--- src/rtl/i2c_xfer_seq_pkg.sv ---
// rtl/i2c_xfer_seq_pkg.sv - Byte-controller command encodings and sequencer state type
package i2c_xfer_seq_pkg;

  localparam logic [2:0] CMD_IDLE   = 3'd0;
  localparam logic [2:0] CMD_START  = 3'd1;
  localparam logic [2:0] CMD_STOP   = 3'd2;
  localparam logic [2:0] CMD_WRITE  = 3'd3;
  localparam logic [2:0] CMD_READ   = 3'd4;
  localparam logic [2:0] CMD_RD_ACK = 3'd5;
  localparam logic [2:0] CMD_WR_ACK = 3'd6;

  localparam int ERR_NACK = 0;
  localparam int ERR_AL   = 1;

  typedef enum logic [3:0] {
    SEQ_IDLE,
    SEQ_START,
    SEQ_ADDR,
    SEQ_ADDR_ACK,
    SEQ_FETCH,
    SEQ_WRITE,
    SEQ_WACK,
    SEQ_RSTART,
    SEQ_RADDR,
    SEQ_RADDR_ACK,
    SEQ_READ,
    SEQ_RACK,
    SEQ_STOP,
    SEQ_DONE
  } seq_state_t;

endpackage

--- src/rtl/i2c_xfer_seq_if.sv ---
// rtl/i2c_xfer_seq_if.sv - Command handshake between transfer sequencer and byte controller
interface i2c_xfer_seq_if;

  logic [2:0] cmd_o;
  logic       cmd_ack_i;
  logic [7:0] data_o;
  logic [7:0] data_i;
  logic       ack_bit_o;
  logic       i2c_ack_i;
  logic       al_i;

  modport master (
    output cmd_o, data_o, ack_bit_o,
    input  cmd_ack_i, data_i, i2c_ack_i, al_i
  );

  modport slave (
    input  cmd_o, data_o, ack_bit_o,
    output cmd_ack_i, data_i, i2c_ack_i, al_i
  );

endinterface

--- src/rtl/i2c_xfer_seq.sv ---
// rtl/i2c_xfer_seq.sv - I2C transfer sequencer: START/addr/write/repeated-start/read/STOP
module i2c_xfer_seq
  import i2c_xfer_seq_pkg::*;
#(
  parameter int MAX_LEN = 16,
  parameter int LEN_W   = 5
) (
  input  logic             sysclk_i,
  input  logic             reset_n_i,
  input  logic             enable_i,
  input  logic             req_i,
  input  logic [6:0]       dev_addr_i,
  input  logic [LEN_W-1:0] wr_len_i,
  input  logic [LEN_W-1:0] rd_len_i,
  input  logic             stop_i,
  output logic             busy_o,
  output logic             done_o,
  output logic [1:0]       err_o,
  output logic             tx_rd_o,
  input  logic [7:0]       tx_data_i,
  output logic             rx_wr_o,
  output logic [7:0]       rx_data_o,
  i2c_xfer_seq_if.master   bc
);

  localparam logic [LEN_W-1:0] W_MAX = LEN_W'(MAX_LEN);
  localparam logic [LEN_W-1:0] W_ONE = LEN_W'(1);

  seq_state_t       r_state;
  logic [6:0]       r_addr;
  logic [LEN_W-1:0] r_wr_cnt;
  logic [LEN_W-1:0] r_rd_cnt;
  logic             r_stop;
  logic             r_busy;
  logic             r_done;
  logic [1:0]       r_err;
  logic             r_tx_rd;
  logic             r_rx_wr;
  logic [7:0]       r_rx_data;
  logic [2:0]       r_cmd;
  logic [7:0]       r_data;
  logic             r_ack_bit;

  logic [LEN_W-1:0] w_wr_sat;
  logic [LEN_W-1:0] w_rd_sat;
  seq_state_t       w_end_state;
  logic [2:0]       w_end_cmd;
  seq_state_t       w_wr_next_state;
  logic [2:0]       w_wr_next_cmd;
  logic             w_wr_next_done;

  // Successor of a finished write phase: repeated start if reads remain, else STOP/DONE.
  always_comb begin
    w_wr_sat        = (wr_len_i > W_MAX) ? W_MAX : wr_len_i;
    w_rd_sat        = (rd_len_i > W_MAX) ? W_MAX : rd_len_i;
    w_end_state     = r_stop ? SEQ_STOP : SEQ_DONE;
    w_end_cmd       = r_stop ? CMD_STOP : CMD_IDLE;
    w_wr_next_state = (r_rd_cnt != '0) ? SEQ_RSTART : w_end_state;
    w_wr_next_cmd   = (r_rd_cnt != '0) ? CMD_START  : w_end_cmd;
    w_wr_next_done  = (r_rd_cnt == '0) && !r_stop;
  end

  always_ff @(posedge sysclk_i or negedge reset_n_i) begin
    if (!reset_n_i) begin
      r_state   <= SEQ_IDLE;
      r_addr    <= '0;
      r_wr_cnt  <= '0;
      r_rd_cnt  <= '0;
      r_stop    <= 1'b0;
      r_busy    <= 1'b0;
      r_done    <= 1'b0;
      r_err     <= '0;
      r_tx_rd   <= 1'b0;
      r_rx_wr   <= 1'b0;
      r_rx_data <= '0;
      r_cmd     <= CMD_IDLE;
      r_data    <= '0;
      r_ack_bit <= 1'b0;
    end else begin
      r_tx_rd <= 1'b0;
      r_rx_wr <= 1'b0;
      r_done  <= 1'b0;
      if (!enable_i) begin
        r_state   <= SEQ_IDLE;
        r_cmd     <= CMD_IDLE;
        r_busy    <= 1'b0;
        r_ack_bit <= 1'b0;
      end else if (bc.al_i && r_state != SEQ_IDLE && r_state != SEQ_DONE) begin
        // Bus is no longer ours: no STOP, end the transfer right away.
        r_state       <= SEQ_DONE;
        r_cmd         <= CMD_IDLE;
        r_ack_bit     <= 1'b0;
        r_err[ERR_AL] <= 1'b1;
        r_done        <= 1'b1;
      end else begin
        case (r_state)
          SEQ_IDLE: if (req_i) begin
            r_state  <= SEQ_START;
            r_cmd    <= CMD_START;
            r_busy   <= 1'b1;
            r_err    <= '0;
            r_addr   <= dev_addr_i;
            r_wr_cnt <= w_wr_sat;
            r_rd_cnt <= w_rd_sat;
            r_stop   <= stop_i;
          end
          SEQ_START: if (bc.cmd_ack_i) begin
            r_cmd <= CMD_WRITE;
            if (r_wr_cnt == '0 && r_rd_cnt != '0) begin
              r_state <= SEQ_RADDR;
              r_data  <= {r_addr, 1'b1};
            end else begin
              r_state <= SEQ_ADDR;
              r_data  <= {r_addr, 1'b0};
            end
          end
          SEQ_ADDR: if (bc.cmd_ack_i) begin
            r_state <= SEQ_ADDR_ACK;
            r_cmd   <= CMD_RD_ACK;
          end
          SEQ_ADDR_ACK: if (bc.cmd_ack_i) begin
            if (bc.i2c_ack_i) begin
              r_state         <= SEQ_STOP;
              r_cmd           <= CMD_STOP;
              r_err[ERR_NACK] <= 1'b1;
            end else if (r_wr_cnt != '0) begin
              r_state <= SEQ_FETCH;
              r_cmd   <= CMD_IDLE;
              r_tx_rd <= 1'b1;
            end else begin
              r_state <= w_wr_next_state;
              r_cmd   <= w_wr_next_cmd;
              r_done  <= w_wr_next_done;
            end
          end
          SEQ_FETCH: begin
            r_state <= SEQ_WRITE;
            r_cmd   <= CMD_WRITE;
            r_data  <= tx_data_i;
          end
          SEQ_WRITE: if (bc.cmd_ack_i) begin
            r_state <= SEQ_WACK;
            r_cmd   <= CMD_RD_ACK;
          end
          SEQ_WACK: if (bc.cmd_ack_i) begin
            if (bc.i2c_ack_i) begin
              r_state         <= SEQ_STOP;
              r_cmd           <= CMD_STOP;
              r_err[ERR_NACK] <= 1'b1;
            end else begin
              r_wr_cnt <= r_wr_cnt - W_ONE;
              if (r_wr_cnt == W_ONE) begin
                r_state <= w_wr_next_state;
                r_cmd   <= w_wr_next_cmd;
                r_done  <= w_wr_next_done;
              end else begin
                r_state <= SEQ_FETCH;
                r_cmd   <= CMD_IDLE;
                r_tx_rd <= 1'b1;
              end
            end
          end
          SEQ_RSTART: if (bc.cmd_ack_i) begin
            r_state <= SEQ_RADDR;
            r_cmd   <= CMD_WRITE;
            r_data  <= {r_addr, 1'b1};
          end
          SEQ_RADDR: if (bc.cmd_ack_i) begin
            r_state <= SEQ_RADDR_ACK;
            r_cmd   <= CMD_RD_ACK;
          end
          SEQ_RADDR_ACK: if (bc.cmd_ack_i) begin
            if (bc.i2c_ack_i) begin
              r_state         <= SEQ_STOP;
              r_cmd           <= CMD_STOP;
              r_err[ERR_NACK] <= 1'b1;
            end else begin
              r_state <= SEQ_READ;
              r_cmd   <= CMD_READ;
            end
          end
          SEQ_READ: if (bc.cmd_ack_i) begin
            r_state   <= SEQ_RACK;
            r_cmd     <= CMD_WR_ACK;
            r_ack_bit <= (r_rd_cnt == W_ONE);
            r_rx_data <= bc.data_i;
            r_rx_wr   <= 1'b1;
          end
          SEQ_RACK: if (bc.cmd_ack_i) begin
            r_ack_bit <= 1'b0;
            r_rd_cnt  <= r_rd_cnt - W_ONE;
            if (r_rd_cnt == W_ONE) begin
              r_state <= w_end_state;
              r_cmd   <= w_end_cmd;
              r_done  <= !r_stop;
            end else begin
              r_state <= SEQ_READ;
              r_cmd   <= CMD_READ;
            end
          end
          SEQ_STOP: if (bc.cmd_ack_i) begin
            r_state <= SEQ_DONE;
            r_cmd   <= CMD_IDLE;
            r_done  <= 1'b1;
          end
          SEQ_DONE: begin
            r_state <= SEQ_IDLE;
            r_busy  <= 1'b0;
          end
          default: begin
            r_state <= SEQ_IDLE;
            r_cmd   <= CMD_IDLE;
            r_busy  <= 1'b0;
          end
        endcase
      end
    end
  end

  assign busy_o       = r_busy;
  assign done_o       = r_done;
  assign err_o        = r_err;
  assign tx_rd_o      = r_tx_rd;
  assign rx_wr_o      = r_rx_wr;
  assign rx_data_o    = r_rx_data;
  assign bc.cmd_o     = r_cmd;
  assign bc.data_o    = r_data;
  assign bc.ack_bit_o = r_ack_bit;

endmodule

--- src/flat_wrapper.sv ---
// flat-port wrapper written by rule: the top's interface ports become plain ports
module i2c_xfer_seq_flat import i2c_xfer_seq_pkg::*;
#(
  parameter int MAX_LEN = 16,
  parameter int LEN_W   = 5
)
  (sysclk_i, reset_n_i, enable_i, req_i, dev_addr_i, wr_len_i, rd_len_i, stop_i, busy_o, done_o, err_o, tx_rd_o, tx_data_i, rx_wr_o, rx_data_o, bc_cmd_o, bc_data_o, bc_ack_bit_o, bc_cmd_ack_i, bc_data_i, bc_i2c_ack_i, bc_al_i);
  i2c_xfer_seq_if bc_i ();
  input  logic sysclk_i;
  input  logic reset_n_i;
  input  logic enable_i;
  input  logic req_i;
  input  logic [6:0] dev_addr_i;
  input  logic [LEN_W-1:0] wr_len_i;
  input  logic [LEN_W-1:0] rd_len_i;
  input  logic stop_i;
  output logic busy_o;
  output logic done_o;
  output logic [1:0] err_o;
  output logic tx_rd_o;
  input  logic [7:0] tx_data_i;
  output logic rx_wr_o;
  output logic [7:0] rx_data_o;
  output wire logic [$bits(bc_i.cmd_o)-1:0] bc_cmd_o;
  output wire logic [$bits(bc_i.data_o)-1:0] bc_data_o;
  output wire logic [$bits(bc_i.ack_bit_o)-1:0] bc_ack_bit_o;
  input wire logic [$bits(bc_i.cmd_ack_i)-1:0] bc_cmd_ack_i;
  input wire logic [$bits(bc_i.data_i)-1:0] bc_data_i;
  input wire logic [$bits(bc_i.i2c_ack_i)-1:0] bc_i2c_ack_i;
  input wire logic [$bits(bc_i.al_i)-1:0] bc_al_i;
  assign bc_cmd_o = bc_i.cmd_o;
  assign bc_data_o = bc_i.data_o;
  assign bc_ack_bit_o = bc_i.ack_bit_o;
  assign bc_i.cmd_ack_i = bc_cmd_ack_i;
  assign bc_i.data_i = bc_data_i;
  assign bc_i.i2c_ack_i = bc_i2c_ack_i;
  assign bc_i.al_i = bc_al_i;
  i2c_xfer_seq #(.MAX_LEN(MAX_LEN), .LEN_W(LEN_W)) u_core (.sysclk_i(sysclk_i), .reset_n_i(reset_n_i), .enable_i(enable_i), .req_i(req_i), .dev_addr_i(dev_addr_i), .wr_len_i(wr_len_i), .rd_len_i(rd_len_i), .stop_i(stop_i), .busy_o(busy_o), .done_o(done_o), .err_o(err_o), .tx_rd_o(tx_rd_o), .tx_data_i(tx_data_i), .rx_wr_o(rx_wr_o), .rx_data_o(rx_data_o), .bc(bc_i));
endmodule
--- config.mk ---
export PLATFORM = sky130hd
export DESIGN_NAME = i2c_xfer_seq_flat
export DESIGN_NICKNAME = d
export VERILOG_FILES = /design/src/rtl/i2c_xfer_seq_pkg.sv /design/src/rtl/i2c_xfer_seq_if.sv /design/src/rtl/i2c_xfer_seq.sv /design/src/flat_wrapper.sv
export SDC_FILE = /design/constraint.sdc
export NUM_CORES = 1
export LEC_CHECK = 0
export BUFFER_PORTS_ARGS = -buffer_cell sky130_fd_sc_hd__buf_4
export CORE_ASPECT_RATIO = 0.8
export CORE_MARGIN = 2
export CORE_UTILIZATION = 55
export CTS_BUF_LIST = sky130_fd_sc_hd__clkbuf_16
export CTS_CLUSTER_DIAMETER = 80
export DETAILED_ROUTE_END_ITERATION = 7
export PLACE_DENSITY = 0.81
export SYNTH_ARGS = -nofsm -noshare
export SYNTH_HDL_FRONTEND = slang
export SYNTH_SLANG_ARGS = --single-unit
--- constraint.sdc ---
create_clock -name sysclk_i -period 5.4 [get_ports sysclk_i]
set_clock_uncertainty 0.05 [all_clocks]
set_input_delay 0.54 -clock sysclk_i [delete_from_list [all_inputs] [get_ports sysclk_i]]
set_output_delay 0.54 -clock sysclk_i [all_outputs]
set_load 0.02 [all_outputs]
# Yosys cells after proc, flatten, opt, wreduce, memory -nomap -nowiden
# Cells that the tools add are included.
# totals
regBits,48
input_bits,41
out_inout_bits,26
elab_cells,191
# classes
add_sub_neg,2
order_cmp,2
n_eq_ne,43
muxes,96
bitwise,1
reduce_logical,32
# ops
op,count
4-bit 2-to-1 mux,21
3-bit 2-to-1 mux,19
4-bit one-hot mux with 13 select lines,1
4-bit by 3-bit != test with 1-bit output (second input constant),12
1-bit 2-to-1 mux,35
5-bit 2-to-1 mux,7
3-bit one-hot mux with 11 select lines,1
4-bit == test (second input constant),6
8-bit one-hot mux with 3 select lines,1
5-bit one-hot mux with 2 select lines,2
4-bit by 3-bit == test with 1-bit output (second input constant),4
8-bit 2-to-1 mux,2
2-bit != test (second input constant),8
12-bit AND reduction,1
6-bit AND reduction,2
12-bit OR reduction,1
5-bit by 1-bit == test with 1-bit output (second input constant),2
5-bit > comparator (second input constant),2
5-bit logical NOT,2
10-bit AND reduction,1
5-bit AND reduction,2
2-bit nonzero test,5
5-bit nonzero test,2
5-bit by 1-bit subtractor with 5-bit output (second input constant),2
21 further kinds,35

# Depth between registers and ports, before layout
# Gate-level depths: netlist of run 1.
# depth
depth_word,8
depth_mapped,7
ltp_nobuf,7

# Least setup slack after synthesis of run 1
# OpenSTA, ideal clock, no wires.
# synth_timing
kind,register to register
from,register u_core.r_rd_cnt[0]
to,register u_core.r_state[3]
setup_time_ns,0.066
arrival_ns,1.787
required_ns,5.284
slack_ns,3.497
path_stages_with_launch,8
cell_sequence,dfrtp_1 -> inv_1 -> ha_1 -> nor4b_2 -> xor2_1 -> or4_1 -> o211ai_1 -> a22o_1
# synth_via
elab_chain_cells,8
# synth_lines
element,line,source
start: declaration,i2c_xfer_seq.sv:32,logic [LEN_W-1:0] r_rd_cnt;
start signal: assignment,i2c_xfer_seq.sv:104,r_rd_cnt <= w_rd_sat;
start signal: assignment,i2c_xfer_seq.sv:191,r_rd_cnt <= r_rd_cnt - W_ONE;
5-bit nonzero test (*),"i2c_xfer_seq.sv:58, i2c_xfer_seq.sv:109",
4-bit 2-to-1 mux,i2c_xfer_seq.sv:58,w_wr_next_state = (r_rd_cnt != '0) ? SEQ_RSTART : w_end_state;
"4-bit 2-to-1 mux, on equally long branches","i2c_xfer_seq.sv:152, i2c_xfer_seq.sv:126",
"4-bit 2-to-1 mux, on equally long branches","i2c_xfer_seq.sv:146, i2c_xfer_seq.sv:122",
"4-bit 2-to-1 mux, on equally long branches","i2c_xfer_seq.sv:145, i2c_xfer_seq.sv:121",
4-bit one-hot mux with 13 select lines (*),i2c_xfer_seq.sv:96,case (r_state)
4-bit 2-to-1 mux (*),i2c_xfer_seq.sv:88,end else if (bc.al_i && r_state != SEQ_IDLE && r_state != SEQ_DONE) begin
4-bit 2-to-1 mux (*),i2c_xfer_seq.sv:83,if (!enable_i) begin
end signal: assignment,i2c_xfer_seq.sv:131,r_state <= w_wr_next_state;
end signal: assignment,i2c_xfer_seq.sv:153,r_state <= w_wr_next_state;
end signal: assignment,i2c_xfer_seq.sv:193,r_state <= w_end_state;
end: declaration,i2c_xfer_seq.sv:29,seq_state_t r_state;
# Every way passes the cells marked *; elsewhere a longest branch is shown, timed or not. The select of a mux whose other input is x is not followed.
# A chain may end at the register's enable or synchronous reset.

# Worst setup path in the final report of run 1
# layout_timing
from,register u_core.r_state[1]
to,"register u_core.r_rx_data[2], in the netlist u_core.rx_data_o[2]"
# layout_via
elab_chain_cells,5
# layout_lines
element,line,source
4-bit nonzero test,i2c_xfer_seq.sv:88,
1-bit logical AND (2 in a row),i2c_xfer_seq.sv:88,
1-bit NOT (no source line),-,
4-bit AND reduction (no source line) (*),-,
end signal: assignment,i2c_xfer_seq.sv:186,r_rx_data <= bc.data_i;
end: declaration,i2c_xfer_seq.sv:39,logic [7:0] r_rx_data;
# Every way passes the cells marked *; elsewhere a longest branch is shown, timed or not.

==> run_results.csv, run 1 <==
group,metric,value,unit
worst_hold_path,hp-class,"in -> async",
finish,fill_cells,413,
clock_network,cts.path.max_buffers,2,
timing,rsz0062_at_grt,"false",
power,p_leak,1.60,nW
grt,track_usage,25.5,%
clock_network,clock_sinks,48,
drt,viasPerCell,6.14,
clock_network,cts-root-buf,"clkbuf_16",
grt,overflow,0,
power,comb_power_share,46.4,%
synthesis,syn_inst,312,
setup_path,cp_data_arrival_time,2.98,ns
power,intPower,1.07,mW
finish,register_area,1200,sq um
setup_path,crit_required,5.52,ns
synthesis,synth_top_area_share,40.9,%
synthesis,synth_top_cells_by_count,"48 x dfrtp_1, 30 x nor2_1, 27 x a21oi_1",
timing,maxSlewViolCount,0,
grt,gr-max-usage-layer,"met1",
synthesis,ys_types,61,
floorplan,core_area,5060,sq um
placed_design,gp_congestion,0.982,
synthesis,synth_flop_cell,"dfrtp_1",
setup_path,crit_path_start_kind,"flip-flop",
synthesis,yosysSeqAreaShare,40.9,%
power,power.switching,0.790,mW
timing,min_period,2.86,ns
power,power_density,522,nW/um^2
drt,finalWirelength,7.08,mm
clock_network,cts_made_buffers,5,
timing,setup_tns,0,ns
floorplan,die_area,5940,sq um
synthesis,synth_area_per_cell,9.40,sq um
timing,tightest_slew,1.11,ns
setup_path,path_max_fanout,35,
clock_network,clk_pin_slew_worst_paths,0.06,ns
setup_path,worst_setup_path_end_kind,"flip-flop",
clock_network,cts_tree,"yes",
drt,drtIter0Drc,251,
finish,multi_input_area,1580,sq um
status,outcome,"finished clean",
synthesis,synth.area.top_cells,"dfrtp_1 41%, a21oi_1 4.6%, mux2_4 4.1%",
floorplan,ios,67,
clock_network,hold_buffers,0,
power,vdd_ir_drop_max,333,uV
grt,grt_max_degree,49,
synthesis,synth-seq-cells,48,
drt,detailedRoute.firstPassIterationCount,6,
drt,drc_errors,0,
power,power_frac_seq,37.6,%
finish,drive_above_1_share,26.4,%
placed_design,hpwl,5.10,mm
finish,antennaDiodeCount,0,
floorplan,die_width,85.7,um
run,cap_violations,0,
synthesis,synth-edff-count,0,
synthesis,synth_top_cell_by_area,"dfrtp_1",
setup_path,crit_type,"reg -> reg",
synthesis,synthesis.nets,359,
timing,hold_viol_final,0,
clock_network,cts_resized,0,
grt,grtUsageMet2,37.2,%
grt,grt_pass1_wl,12.2,mm
synthesis,yosysMostFrequentCell,"dfrtp_1",
timing,setup_viol,0,
timing,fmax,350,MHz
placed_design,place_inst,422,
floorplan,start_util,57.9,%
timing,slew-limit-headroom,26.0,%
drt,post_drt_wl_per_cell,16.5,um
power,p_clk_share,16.0,%
drt,ant_nets,0,
grt,globalRouteMet1Util,37.5,%
drt,num_vias,2641,
grt,antenna_found_initial,0,
synthesis,netlist_area,2930,sq um
power,switching_share,42.6,%
placed_design,io_buffers,66,
clock_network,htreeDepth,2,
synthesis,yosys_warnings,0,
floorplan,fp-row-count,23,
grt,use_met3,6.79,%
floorplan,fp.dieH,69.3,um
clock_network,cts_setup_buffers,0,
timing,period_share,53.0,%
finish,final_cells,430,
clock_network,clock_latency,0.29,ns
finish,finalNetCount,414,
grt,grt_pass1_vias,2541,
synthesis,ys_async_sr_fraction,100,%
finish,areaGrowthSynthToFinish,21.2,%
## logic make-up (layout without fill, tap and decap cells)
logic type      Yosys count  count (layout)  synth area share (%)
simple gates            107             107                  19.6
compound gates           93              93                  21.6
flops                    48              48                  40.9
buf+inv                  33              89                  5.12
mux                      24              24                  9.89
fa+ha+maj                 6               6                  2.56
xor+xnor                  1               1                 0.299
## cell usage in the layout (no fill, tap or decap), types with 6 or more instances in the layout
cell type / synthesis / final
buf_4: 2 / 67
dfrtp_1: 48 / 48
nor2_1: 30 / 30
a21oi_1: 27 / 27
nand2_1: 23 / 23
o21ai_0: 20 / 20
inv_1: 14 / 15
nor3_1: 11 / 11
mux2_2: 8 / 8
nand3_1: 8 / 8
mux2i_1: 8 / 8
mux2_4: 8 / 8
nand2b_1: 8 / 8
a22o_1: 6 / 6
ha_1: 6 / 6
## layout make-up
class	instances	area share (%)
Inverter	14	1.48
Clock inverter	3	0.422
Sequential cell	48	33.8
Timing Repair Buffer	67	14.1
Multi-Input combinational cell	231	44.5
Tap cell	62	2.18
Clock buffer	5	3.52
## per-layer routing
layer / routed length, um / share of wire (%)
met3: 637 / 9.0
met4: 96 / 1.4
met2: 3100 / 44
met1: 3240 / 46
met5: 0 / 0
## metrics by stage
step / power (mW) / util, % / setup WS [ns] / area, sq um / hold slack (ns)
after global routing: 1.99 / 70.2 / 2.29 / 3560 / 0.259
after floorplan: 1.29 / - / 3.50 / 2930 / 0.194
after CTS: 1.86 / 70.2 / 2.57 / 3560 / 0.229
final: 1.86 / 70.2 / 2.54 / 3560 / 0.199
after detailed placement: 1.55 / 67.5 / 2.59 / 3420 / 0.421
after global placement: 1.52 / 67.5 / 2.70 / 3420 / 0.419
## flip-flops by register name (all words and copies together), names as in the netlist
| signal | count |
|---|---|
| u_core.r_stop | 1 |
| u_core.err_o | 2 |
| u_core.r_addr | 7 |
| u_core.tx_rd_o | 1 |
| u_core.r_wr_cnt | 5 |
| u_core.bc.data_o | 8 |
| u_core.r_rd_cnt | 5 |
| u_core.done_o | 1 |
| u_core.r_state | 4 |
| u_core.rx_data_o | 8 |
| u_core.rx_wr_o | 1 |
| u_core.busy_o | 1 |
| u_core.bc.ack_bit_o | 1 |
| u_core.bc.cmd_o | 3 |
## path summary, 6_finish.rpt
check	end	from	slack, ns	cells past startpoint
worst max-delay path	u_core.rx_data_o[2]	u_core.r_state[1]	2.54	4
worst min-delay path	u_core.r_rd_cnt[2]	reset_n_i	0.20	1
worst max register to register	u_core.rx_data_o[2]	u_core.r_state[1]	2.54	4
worst min register to register	u_core.bc.cmd_o[2]	u_core.bc.cmd_o[2]	0.45	2
max in group asynchronous	u_core.r_wr_cnt[3]	reset_n_i	4.69	1
min in group sysclk_i	u_core.r_stop	stop_i	0.43	2
## critical path, stage by stage (launching register included)
cell and delay, ns:
dfrtp_1 1.08, and4b_1 0.32, o31ai_4 0.44, or3_1 0.50, mux2_4 0.35
## power by group through the flow
stage          Combinational, mW  Clock, mW  Sequential (mW)
2_1_floorplan              0.611          0            0.675
3_3_place_gp               0.833          0            0.688
3_5_place_dp               0.855          0            0.697
4_1_cts                    0.861      0.302            0.692
5_1_grt                    0.950      0.320            0.722
6_report                   0.862      0.297            0.698
(Power assumes the default switching activity.)
==> run 2, diff against run 1 <==
CORE_UTILIZATION = 49   (was 55)
PLACE_DENSITY = 0.76   (was 0.81)
clock period = 2.4 ns   (was 5.4 ns; I/O delays follow)
==> run 2 against run 1 <==
Global-route usage is 2.2 points lower. Routed wire length is 8.0% higher. Die area is 12% higher. First-iteration DRC count is 37% lower. Sequential share of layout area is 1.3 points lower. Register-to-register slack worse by 2.4 ns. Combinational power grew to 2.6 times the previous value. Clock power is 130% higher. Worst setup slack worse by 2.4 ns.
==> run_results.csv, run 2 (same netlist as run 1, synthesis figures left out) <==
group,metric,value,unit
placed_design,hpwl,5.58,mm
drt,drtIter0Drc,158,
timing,hold_viol_final,0,
setup_path,max_stage_delay,0.53,ns
timing,tightest_slew,0.660,ns
status,outcome,"finished clean",
drt,drc_errors,0,
clock_network,cts_tree,"yes",
clock_network,cts_resized,0,
clock_network,cts.path.max_buffers,2,
floorplan,die_area,6630,sq um
setup_path,crit_chain,"buf_4, nor2_1, a32oi_1, o32ai_2, nor2b_1, a22o_1",
power,power_density,1190,nW/um^2
placed_design,place_inst,455,
clock_network,hold_buffers,1,
worst_hold_path,hp-class,"in -> reg",
clock_network,clock_sinks,48,
timing,setup_tns,0,ns
setup_path,worst_setup_path_end_kind,"flip-flop",
setup_path,crit_type,"reg -> reg",
setup_path,r2r_end,"u_core.bc.cmd_o[1]",
finish,drive_above_1_share,29.2,%
setup_path,rr_worst_depth,6,
placed_design,io_buffers,66,
finish,areaGrowthSynthToFinish,26.1,%
worst_hold_path,holdCritStartpoint,"bc_data_i[0]",
grt,grt_max_degree,49,
clock_network,htreeDepth,2,
grt,grt_pass1_vias,2469,
floorplan,fp.dieH,73.2,um
grt,grt_pass1_wl,12.2,mm
run,cap_violations,0,
finish,final_cell_area,3700,sq um
timing,maxSlewViolCount,0,
timing,period_share,93.9,%
setup_path,crit_path_start_kind,"flip-flop",
grt,overflow,0,
floorplan,core_area,5850,sq um
setup_path,cp_data_arrival_time,2.39,ns
power,vdd_ir_drop_max,501,uV
setup_path,crit_family,"compound AO/OA/AOI/OAI gates",
drt,detailedRoute.firstPassIterationCount,4,
drt,finalWirelength,7.65,mm
grt,track_usage,23.3,%
grt,antenna_found_initial,0,
timing,slew-limit-headroom,55.7,%
finish,mostFrequentLayoutCells,"81 x buf_4, 48 x dfrtp_1, 30 x nor2_1, 27 x a21oi_1, 23 x nand2_1",
clock_network,cts-root-buf,"clkbuf_16",
timing,finalWorstSetupSlack,0.146,ns
placed_design,gp_congestion,0.897,
clock_network,clock_latency,0.29,ns
setup_path,crit_required,2.53,ns
clock_network,cts_made_buffers,5,
timing,whs,0.127,ns
timing,rsz0062_at_grt,"false",
finish,final_common_cell,"buf_4",
floorplan,start_util,50.2,%
drt,num_vias,2722,
drt,viasPerCell,5.87,
finish,finalNetCount,429,
setup_path,path_buf_inv,1,
worst_hold_path,min_to,"u_core.rx_data_o[0]",
power,p_leak,1.68,nW
floorplan,die_width,90.5,um
finish,final_cells,464,
placed_design,preCtsSetupSlack,0.182,ns
timing,setup_viol,0,
timing,min_period,2.25,ns
worst_hold_path,holdPathStages,2,
floorplan,ios,67,
floorplan,fp-row-count,25,
timing,fmax,444,MHz
drt,post_drt_wl_per_cell,16.5,um
finish,antennaDiodeCount,0,
clock_network,clk_pin_slew_worst_paths,0.07,ns
placed_design,placed_area,3550,sq um
setup_path,rr_startpoint,"u_core.r_state[1]",
clock_network,cts_setup_buffers,0,
setup_path,cp_slowest_cell,"dfrtp_1",
drt,ant_nets,0,
setup_path,path_max_fanout,11,
setup_path,regToRegSetupSlack,0.15,ns
[run 2: cell count changes in the layout (fill, tap and decap cells not counted), sizes merged]
cell | before | now
clkinvlp | 1 | 2
dlygate4sd3 | 0 | 1
buf | 67 | 81
inv | 15 | 14
[run 2: metrics by stage]
stage,util (%),power (mW)
2_1_floorplan,-,2.89
3_5_place_dp,60.6,3.67
4_1_cts,63.3,4.38
5_1_grt,63.3,4.68
3_3_place_gp,60.6,3.64
6_report,63.3,4.39
[run 2: area by class of cell]
class                      count  area [sq um]
fill                         507          2150
multi-input combinational    231          1580
tap                           81           101
clock buffer                   5           125
inverter                      14          52.6
clock inverter                 3          18.8
sequential                    48          1200
timing repair buffer          82           618
[run 2: how the worst max path moves through the flow]
stage / startpoint / slack, ns / cells past startpoint / to
4_1_cts: u_core.r_state[1] / 0.17 / 4 / u_core.rx_data_o[1]
3_3_place_gp: u_core.r_state[1] / 0.21 / 4 / u_core.rx_data_o[0]
6_report: u_core.r_state[1] / 0.15 / 6 / u_core.bc.cmd_o[1]
2_1_floorplan: u_core.r_rd_cnt[0] / 0.50 / 7 / u_core.r_state[3]
3_5_place_dp: u_core.r_state[1] / 0.18 / 4 / u_core.rx_data_o[4]
5_1_grt: u_core.r_state[3] / 0.03 / 4 / u_core.rx_data_o[2]
[run 2: metal layers]
metal	vias up	part of all wire, %	global-route usage, %
met5	-	0	0
met4	0	1.2	6.67
met3	11	7.9	4.86
met2	111	44	34.6
met1	1313	47	34.5
li1	1287	-	-
[run 2: report_power, final]
part	total, mW	switching, mW	internal (mW)
clock network	0.690	0.308	0.382
registers	1.43	0.307	1.13
logic	2.27	1.26	1.01
total	4.39	1.88	2.52
[run 2: worst reg2reg max path: stages, from the launching register on]
cell and delay, ns:
dfrtp_1 0.53, buf_4 0.24, nor2_1 0.27, a32oi_1 0.26, o32ai_2 0.50, nor2b_1 0.11, a22o_1 0.19
